### config.mk
export PLATFORM = sky130hd
export DESIGN_NAME = mac_seq_ctrl
export DESIGN_NICKNAME = d
export VERILOG_FILES = /design/src/rtl/mac_seq_pkg.sv /design/src/rtl/mac_seq_addr_gen.sv /design/src/rtl/mac_seq_ctrl.sv
export SDC_FILE = /design/constraint.sdc
export NUM_CORES = 1
export LEC_CHECK = 0
export CORE_MARGIN = 1
export CORE_UTILIZATION = 45
export DETAILED_ROUTE_END_ITERATION = 10
export HOLD_SLACK_MARGIN = 0.12
export MAX_ROUTING_LAYER = met4
export PLACE_DENSITY = 0.81
export SYNTH_ARGS = -nofsm -noshare
export SYNTH_HDL_FRONTEND = slang
export SYNTH_HIERARCHICAL = 1
export SYNTH_SLANG_ARGS = --single-unit
### constraint.sdc
create_clock -name Clk_CI -period 4.5 [get_ports Clk_CI]
set_clock_uncertainty 0.1 [all_clocks]
set_input_delay 0.675 -clock Clk_CI [delete_from_list [all_inputs] [get_ports Clk_CI]]
set_output_delay 0.675 -clock Clk_CI [all_outputs]
set_load 0.005 [all_outputs]
### src/rtl/mac_seq_pkg.sv
// Shared types and default sizing for the MAC dot-product sequencer.
// Tap memories are DEPTH entries; the tap count is one bit wider so DEPTH itself is expressible.
package mac_seq_pkg;

  localparam int WIDTH_DEF      = 24;
  localparam int ADDR_WIDTH_DEF = 5;
  localparam int LEN_WIDTH_DEF  = ADDR_WIDTH_DEF + 1;
  localparam int DEPTH          = 2 ** ADDR_WIDTH_DEF;

  typedef enum logic [1:0] {
    IDLE,
    RUN,
    DRAIN,
    DONE
  } state_t;

endpackage

### src/rtl/mac_seq_addr_gen.sv
// Tap counter with coefficient/sample address generation; addresses follow k combinationally.
// Sample address walks backwards from the newest sample and wraps modulo DEPTH.
module mac_seq_addr_gen #(
  parameter int ADDR_WIDTH = 5,
  parameter int LEN_WIDTH  = ADDR_WIDTH + 1
) (
  input  logic                  clk,
  input  logic                  rst,
  input  logic                  load,
  input  logic                  step,
  input  logic [LEN_WIDTH-1:0]  len,
  input  logic [ADDR_WIDTH-1:0] base,
  output logic [ADDR_WIDTH-1:0] coeff_addr,
  output logic [ADDR_WIDTH-1:0] samp_addr,
  output logic                  first,
  output logic                  last
);

  localparam logic [LEN_WIDTH-1:0] MAX_LEN = LEN_WIDTH'(2 ** ADDR_WIDTH);
  localparam logic [LEN_WIDTH-1:0] ONE     = LEN_WIDTH'(1);

  logic [LEN_WIDTH-1:0]  k;
  logic [LEN_WIDTH-1:0]  len_q;
  logic [ADDR_WIDTH-1:0] base_q;

  always_ff @(posedge clk) begin
    if (rst) begin
      k      <= '0;
      len_q  <= '0;
      base_q <= '0;
    end else if (load) begin
      k      <= '0;
      len_q  <= (len > MAX_LEN) ? MAX_LEN : len;
      base_q <= base;
    end else if (step) begin
      k <= k + ONE;
    end
  end

  // Address-width subtraction gives the ring wrap for free.
  assign coeff_addr = k[ADDR_WIDTH-1:0];
  assign samp_addr  = base_q - k[ADDR_WIDTH-1:0];
  assign first      = (k == '0);
  assign last       = (k == len_q - ONE);

endmodule

### src/rtl/mac_seq_ctrl.sv
// Sequences one FIR dot product per Start: Len reads, MAC strobes one cycle later, result after DRAIN.
// Result is ready at t+Len+2 (t+1 for Len=0); DONE holds the result indefinitely until ResultReady_SI.
module mac_seq_ctrl
  import mac_seq_pkg::*;
#(
  parameter int WIDTH      = WIDTH_DEF,
  parameter int ADDR_WIDTH = ADDR_WIDTH_DEF,
  parameter int LEN_WIDTH  = ADDR_WIDTH + 1
) (
  input  logic                  Clk_CI,
  input  logic                  Rst_RI,
  input  logic                  Start_SI,
  input  logic [LEN_WIDTH-1:0]  Len_DI,
  input  logic [ADDR_WIDTH-1:0] SampBase_DI,
  output logic                  Busy_SO,
  output logic                  MemRdEn_SO,
  output logic [ADDR_WIDTH-1:0] CoeffAddr_DO,
  output logic [ADDR_WIDTH-1:0] SampAddr_DO,
  output logic                  MacClr_SO,
  output logic                  MacWrEn_SO,
  input  logic [WIDTH-1:0]      MacOut_DI,
  output logic [WIDTH-1:0]      Result_DO,
  output logic                  ResultValid_SO,
  input  logic                  ResultReady_SI
);

  state_t state, state_nxt;

  logic             accept;
  logic             rd_en;
  logic             first;
  logic             last;
  logic             clr_q;
  logic             wren_q;
  logic             last_q;
  logic [WIDTH-1:0] result_q;

  assign accept = (state == IDLE) && Start_SI;
  assign rd_en  = (state == RUN);

  mac_seq_addr_gen #(
    .ADDR_WIDTH (ADDR_WIDTH),
    .LEN_WIDTH  (LEN_WIDTH)
  ) u_addr_gen (
    .clk        (Clk_CI),
    .rst        (Rst_RI),
    .load       (accept),
    .step       (rd_en),
    .len        (Len_DI),
    .base       (SampBase_DI),
    .coeff_addr (CoeffAddr_DO),
    .samp_addr  (SampAddr_DO),
    .first      (first),
    .last       (last)
  );

  always_ff @(posedge Clk_CI) begin
    if (Rst_RI) begin
      state    <= IDLE;
      clr_q    <= 1'b0;
      wren_q   <= 1'b0;
      last_q   <= 1'b0;
      result_q <= '0;
    end else begin
      state  <= state_nxt;
      // Strobes trail the read by the one-cycle memory latency.
      wren_q <= rd_en;
      clr_q  <= rd_en && first;
      last_q <= rd_en && last;
      if (accept && (Len_DI == '0)) begin
        result_q <= '0;
      end else if (last_q && wren_q) begin
        result_q <= MacOut_DI;
      end
    end
  end

  always_comb begin
    state_nxt = state;
    case (state)
      IDLE:    if (Start_SI) state_nxt = (Len_DI == '0) ? DONE : RUN;
      RUN:     if (last) state_nxt = DRAIN;
      DRAIN:   state_nxt = DONE;
      DONE:    if (ResultReady_SI) state_nxt = IDLE;
      default: state_nxt = IDLE;
    endcase
  end

  assign Busy_SO        = (state != IDLE);
  assign MemRdEn_SO     = rd_en;
  assign MacClr_SO      = clr_q;
  assign MacWrEn_SO     = wren_q;
  assign Result_DO      = result_q;
  assign ResultValid_SO = (state == DONE);

endmodule

## Word level (Yosys, flattened, before mapping)

Cells that the tools add are included.

| word-level totals | value |
|---|---|
| word-level logic and storage cells | 37 |
| output and inout port bits | 39 |
| ROM bits | 0 |
| memory bits (writable) | 0 |
| register bits after elaboration | 46 |
| bits of input ports | 39 |
| latch bits | 0 |
| memories kept | 0 |

| operators by class | value |
|---|---|
| eq/ne operators | 7 |
| order comparisons | 1 |
| divide/modulo/power cells | 0 |
| multiply operators | 0 |
| reduce and logical (&&, ||, !) cells | 12 |
| muxes and demuxes | 6 |
| bitwise logic cells | 0 |
| shift operators | 0 |
| add/sub/neg operators | 3 |

Operators with widths:

| operator | count |
|---|---|
| zero test 6 bit | 2 |
| 2-to-1 mux 2 bit | 4 |
| case mux 2 bit (4 select lines) | 1 |
| adder 6 x 1 -> 6 bit, second input constant | 1 |
| == test 6 bit | 1 |
| > comparator 6 bit, second input constant | 1 |
| 2-to-1 mux 6 bit | 1 |
| subtractor 6 x 1 -> 6 bit, second input constant | 1 |
| logical AND 1 bit | 5 |
| subtractor 5 bit | 1 |
| == test 2 bit, second input constant | 2 |
| != test 2 x 1 -> 1 bit, second input constant | 2 |
| OR reduction 2 bit | 2 |
| AND reduction 3 bit | 1 |
| == test 2 x 1 -> 1 bit, second input constant | 1 |
| zero test 2 bit | 1 |
| != test 2 bit, second input constant | 1 |
| nonzero test 2 bit | 1 |

## Longest topological paths before layout

| logic depth | value |
|---|---|
| depth after elaboration | 4 |
| gate-level depth with buffers | 9 |
| depth with buffers taken out | 9 |

## By module

The synthesis kept the hierarchy.

Modules (own cells, without submodules):

| module | area an instance (µm²) | seq. area each (µm²) | cells an instance | times used |
|---|---|---|---|---|
| mac_seq_ctrl | 1,138.6 | 580.6 | 137 | 1 |
| mac_seq_addr_gen | 1,043.5 | 340.3 | 118 | 1 |

## Least setup slack after synthesis

OpenSTA, ideal clock, no wires.

| timing | value |
|---|---|
| path kind | register -> output |
| start point | register u_addr_gen.k[0] |
| end point | output SampAddr_DO[4] |
| arrival | 1.508 ns |
| cell stages (with the launch flop) | 7 |
| required time | 3.725 ns |
| path buffers | 0 |
| slack | 2.217 ns |
| cells stage by stage | dfxtp_1 -> ha_1 -> inv_1 -> fa_1 -> a21o_1 -> a21oi_1 -> xnor2_1 |

| between the ends | value |
|---|---|
| word-level cells in the longest chain between the ends | 1 |

RTL lines:

| element | line | text |
|---|---|---|
| start: declaration | mac_seq_addr_gen.sv:22 | `logic [LEN_WIDTH-1:0] k;` |
| start signal: assignment | mac_seq_addr_gen.sv:36 | `k <= k + ONE;` |
| subtractor 5 bit | mac_seq_addr_gen.sv:42 | `assign samp_addr = base_q - k[ADDR_WIDTH-1:0];` |
| end: declaration | mac_seq_ctrl.sv:18 | `output logic [ADDR_WIDTH-1:0] SampAddr_DO,` |

No other way between the ends.

## Final worst setup path

Ends and elaborated chain as after synthesis.

==> flow_summary_export.csv <==
group,metric,value,unit
run_status,status,"completed",
clock_tree,cts_root_buf,"clkbuf_8",
clock_tree,post_cts_resized,0,
finish,layout_common_cells,"77 x clkdlybuf4s50_1, 54 x nand2_1, 46 x dfxtp_1",
yosys,ys_seq_elements,46,
pwr,power_frac_comb,0.369,
grt,grt_remaining_overflow,0,
sta,finalHoldViolCount,0,
sta,fmax,311,MHz
floorplanning,rows,24,
yosys,synth_ff_type,"dfxtp_1",
finish,fin_cells,374,
sta,period_share,0.713,
floorplanning,core,4500,sq um
pwr,internal_power,0.000789,W
pwr,p_per_area,385,nW/um^2
pwr,pwr-share-clk,0.220,
drt,postRouteAntennaNets,0,
sta,slew_violations,0,
drt,wl_met3,341,um
finish,drive_above_1_share,0.0435,
setup_path,worstSetupPathType,"reg -> out",
floorplanning,io_pins,78,
yosys,syn-num-nets,307,
placed_design,io_buffers,77,
grt,grt_max_degree,25,
setup_path,cp-end-kind,"output port",
setup_path,critPathLaunchType,"flop",
drt,avgRoutedWirePerCell,12.8,um
setup_path,cp.arrival,2.44,ns
pwr,ir_drop,0.245,mV
drt,drt_iter0_drc,78,
drt,wl_met1,2.18,mm
grt,grt_pass1_wl,8.07,mm
clock_tree,clockBufferDepth,2,
sta,timing.setup.tns,0,ns
finish,n_antenna_cell,0,
drt,drc,0,
floorplanning,start_util,0.484,
drt,viasPerCell,5.18,
setup_path,cp_max_fo,7,
yosys,synth_edf_count,0,
sta,finalCriticalPeriod,3.21,ns
clock_tree,cts_tree,"built",
min_path,worstHoldPathType,"reg -> reg",
drt,drtPass1Iterations,4,
yosys,ys_seq_area_frac,0.422,
yosys,synth_cell_types,37,
pwr,p_leak,1.10,nW
setup_path,worstPathRequired,3.72,ns
drt,top_layer,"met4",
pwr,netSwitchingFraction,0.317,
clock_tree,clk_pin_slew,0.08,ns
yosys,avgSynthCellArea,8.56,sq um
yosys,synth_cells,255,
setup_path,critical_path_buf_inv_count,2,
drt,detail_route.wirelength,4.79,mm
floorplanning,die_height,71.6,um
placed_design,gp_congestion,0.788,
clock_tree,cts-htree-levels,2,
pwr,power.switching,0.000367,W
yosys,ys_warn_count,6,
setup_path,max_stage_delay,0.52,ns
placed_design,place_ws,1.61,ns
clock_tree,post_cts_buffers,0,
sta,max_slew.worst_pin.slew,0.802,ns
sta,finalSetupViolations,0,
grt,grt_usage,0.204,
setup_path,crit_chain,"ha_1 > inv_1 > fa_1 > a21o_1 > a21oi_1 > xnor2_1 > clkdlybuf4s50_1",
pwr,seq_power_share,0.411,
clock_tree,clk-insertion-delay-late,0.30,ns
sta,setup_ws,1.29,ns
placed_design,dp_hpwl,3.42,mm
sta,rsz0062_at_grt,"no",
finish,fin_nets,373,
yosys,syn-cell-area,2180,sq um
grt,grt_pass1_vias,1837,
yosys,async_reset_ff_frac,0,
clock_tree,hold_buffers,0,
floorplanning,die-area,5130,sq um
setup_path,slowest_stage,"clkdlybuf4s50_1",
clock_tree,numCtsBuffers,5,
clock_tree,cts.sinks,46,
floorplanning,die_w,71.6,um
setup_path,critPathTopFamily,"adder cells",
finish,final_common_cell,"clkdlybuf4s50_1",
grt,antenna_found_initial,0,
placed_design,dp_cells,366,
sta,slew-limit-headroom,0.466,
drt,met2_length,2.18,mm
drt,vias,1937,
run,max_cap_viol_count,0,
finish,syn_to_final_growth,37.5,%
[registers in the layout, summed over array words and instances (netlist names)]
signal             flops
Result_DO             24
u_addr_gen/k           6
u_addr_gen/len_q       6
u_addr_gen/base_q      5
state                  2
MacClr_SO              1
MacWrEn_SO             1
last_q                 1
[per-layer routing]
metal	vias to the layer above	global-route usage
met5	-	-
met1	886	0.238
li1	959	-
met3	9	0.0408
met4	0	0.0871
met2	83	0.341
[cell usage after synthesis, types with 2 or more instances]
library cell / count / area share
nand2_1: 54 / 0.093
dfxtp_1: 46 / 0.42
a21oi_1: 31 / 0.071
nor2_1: 15 / 0.026
ha_1: 12 / 0.069
inv_1: 12 / 0.021
xnor2_1: 9 / 0.036
buf_4: 7 / 0.024
mux2i_1: 7 / 0.032
xor2_1: 7 / 0.028
nand2b_1: 6 / 0.017
buf_2: 5 / 0.011
clkbuf_1: 5 / 0.0086
and2_1: 4 / 0.011
nor2b_1: 4 / 0.011
nand3b_1: 3 / 0.010
nor3_1: 3 / 0.0069
a21o_1: 2 / 0.0069
a31oi_1: 2 / 0.0057
and3_1: 2 / 0.0057
nand3_1: 2 / 0.0046
o22ai_1: 2 / 0.0057
[final timing paths]
check                  start              to  slack (ns)  cells after the start
max reg2reg         state[1]    Result_DO[4]        2.28                      5
min             Result_DO[3]    Result_DO[3]        0.35                      2
max          u_addr_gen/k[0]  SampAddr_DO[4]        1.29                      7
min reg2reg     Result_DO[3]    Result_DO[3]        0.35                      2
[power groups by stage]
stage | Combinational, W | Sequential [W] | Clock (W)
after floorplan | 0.000262 | 0.000475 | 0
after global placement | 0.000418 | 0.000480 | 0
after detailed placement | 0.000423 | 0.000484 | 0
after CTS | 0.000429 | 0.000475 | 0.000261
after global routing | 0.000468 | 0.000480 | 0.000274
final | 0.000426 | 0.000475 | 0.000255
[layout make-up]
class / count / area [sq um]
fillers: 396 / 1500
inverters: 12 / 45.0
flip-flops and latches: 46 / 921
multi-input cells: 179 / 1110
well taps: 52 / 65.1
repair buffers: 77 / 771
clock inverters: 3 / 21.3
clock buffers: 5 / 68.8
[stage by stage]
step           power [W]  hold slack [ns]   util  instance area [sq um]
2_1_floorplan   0.000737            0.352      -                   2180
3_3_place_gp    0.000899            0.341  0.646                   2910
3_5_place_dp    0.000906            0.345  0.646                   2910
4_1_cts          0.00116            0.358  0.666                   3000
5_1_grt          0.00122            0.377  0.666                   3000
6_report         0.00116            0.355  0.666                   3000
[worst min-delay path, cell delays in order (launching register included)]
cell     delay [ns]
dfxtp_1        0.31
nand2_1        0.05
a21oi_1        0.05
[cell families (layout without fill, tap and decap cells)]
group | after synthesis | after routing | synth area share
and+or+nand+nor | 99 | 99 | 0.215
DFF | 46 | 46 | 0.422
xor gates and xnor gates | 16 | 16 | 0.0642
muxes | 7 | 7 | 0.0321
AOI/OAI and AO/OA | 44 | 44 | 0.119
buffers and inverters | 30 | 97 | 0.0700
adders and majority gates | 13 | 13 | 0.0780
No activity file was read; power rests on OpenSTA's default activity.
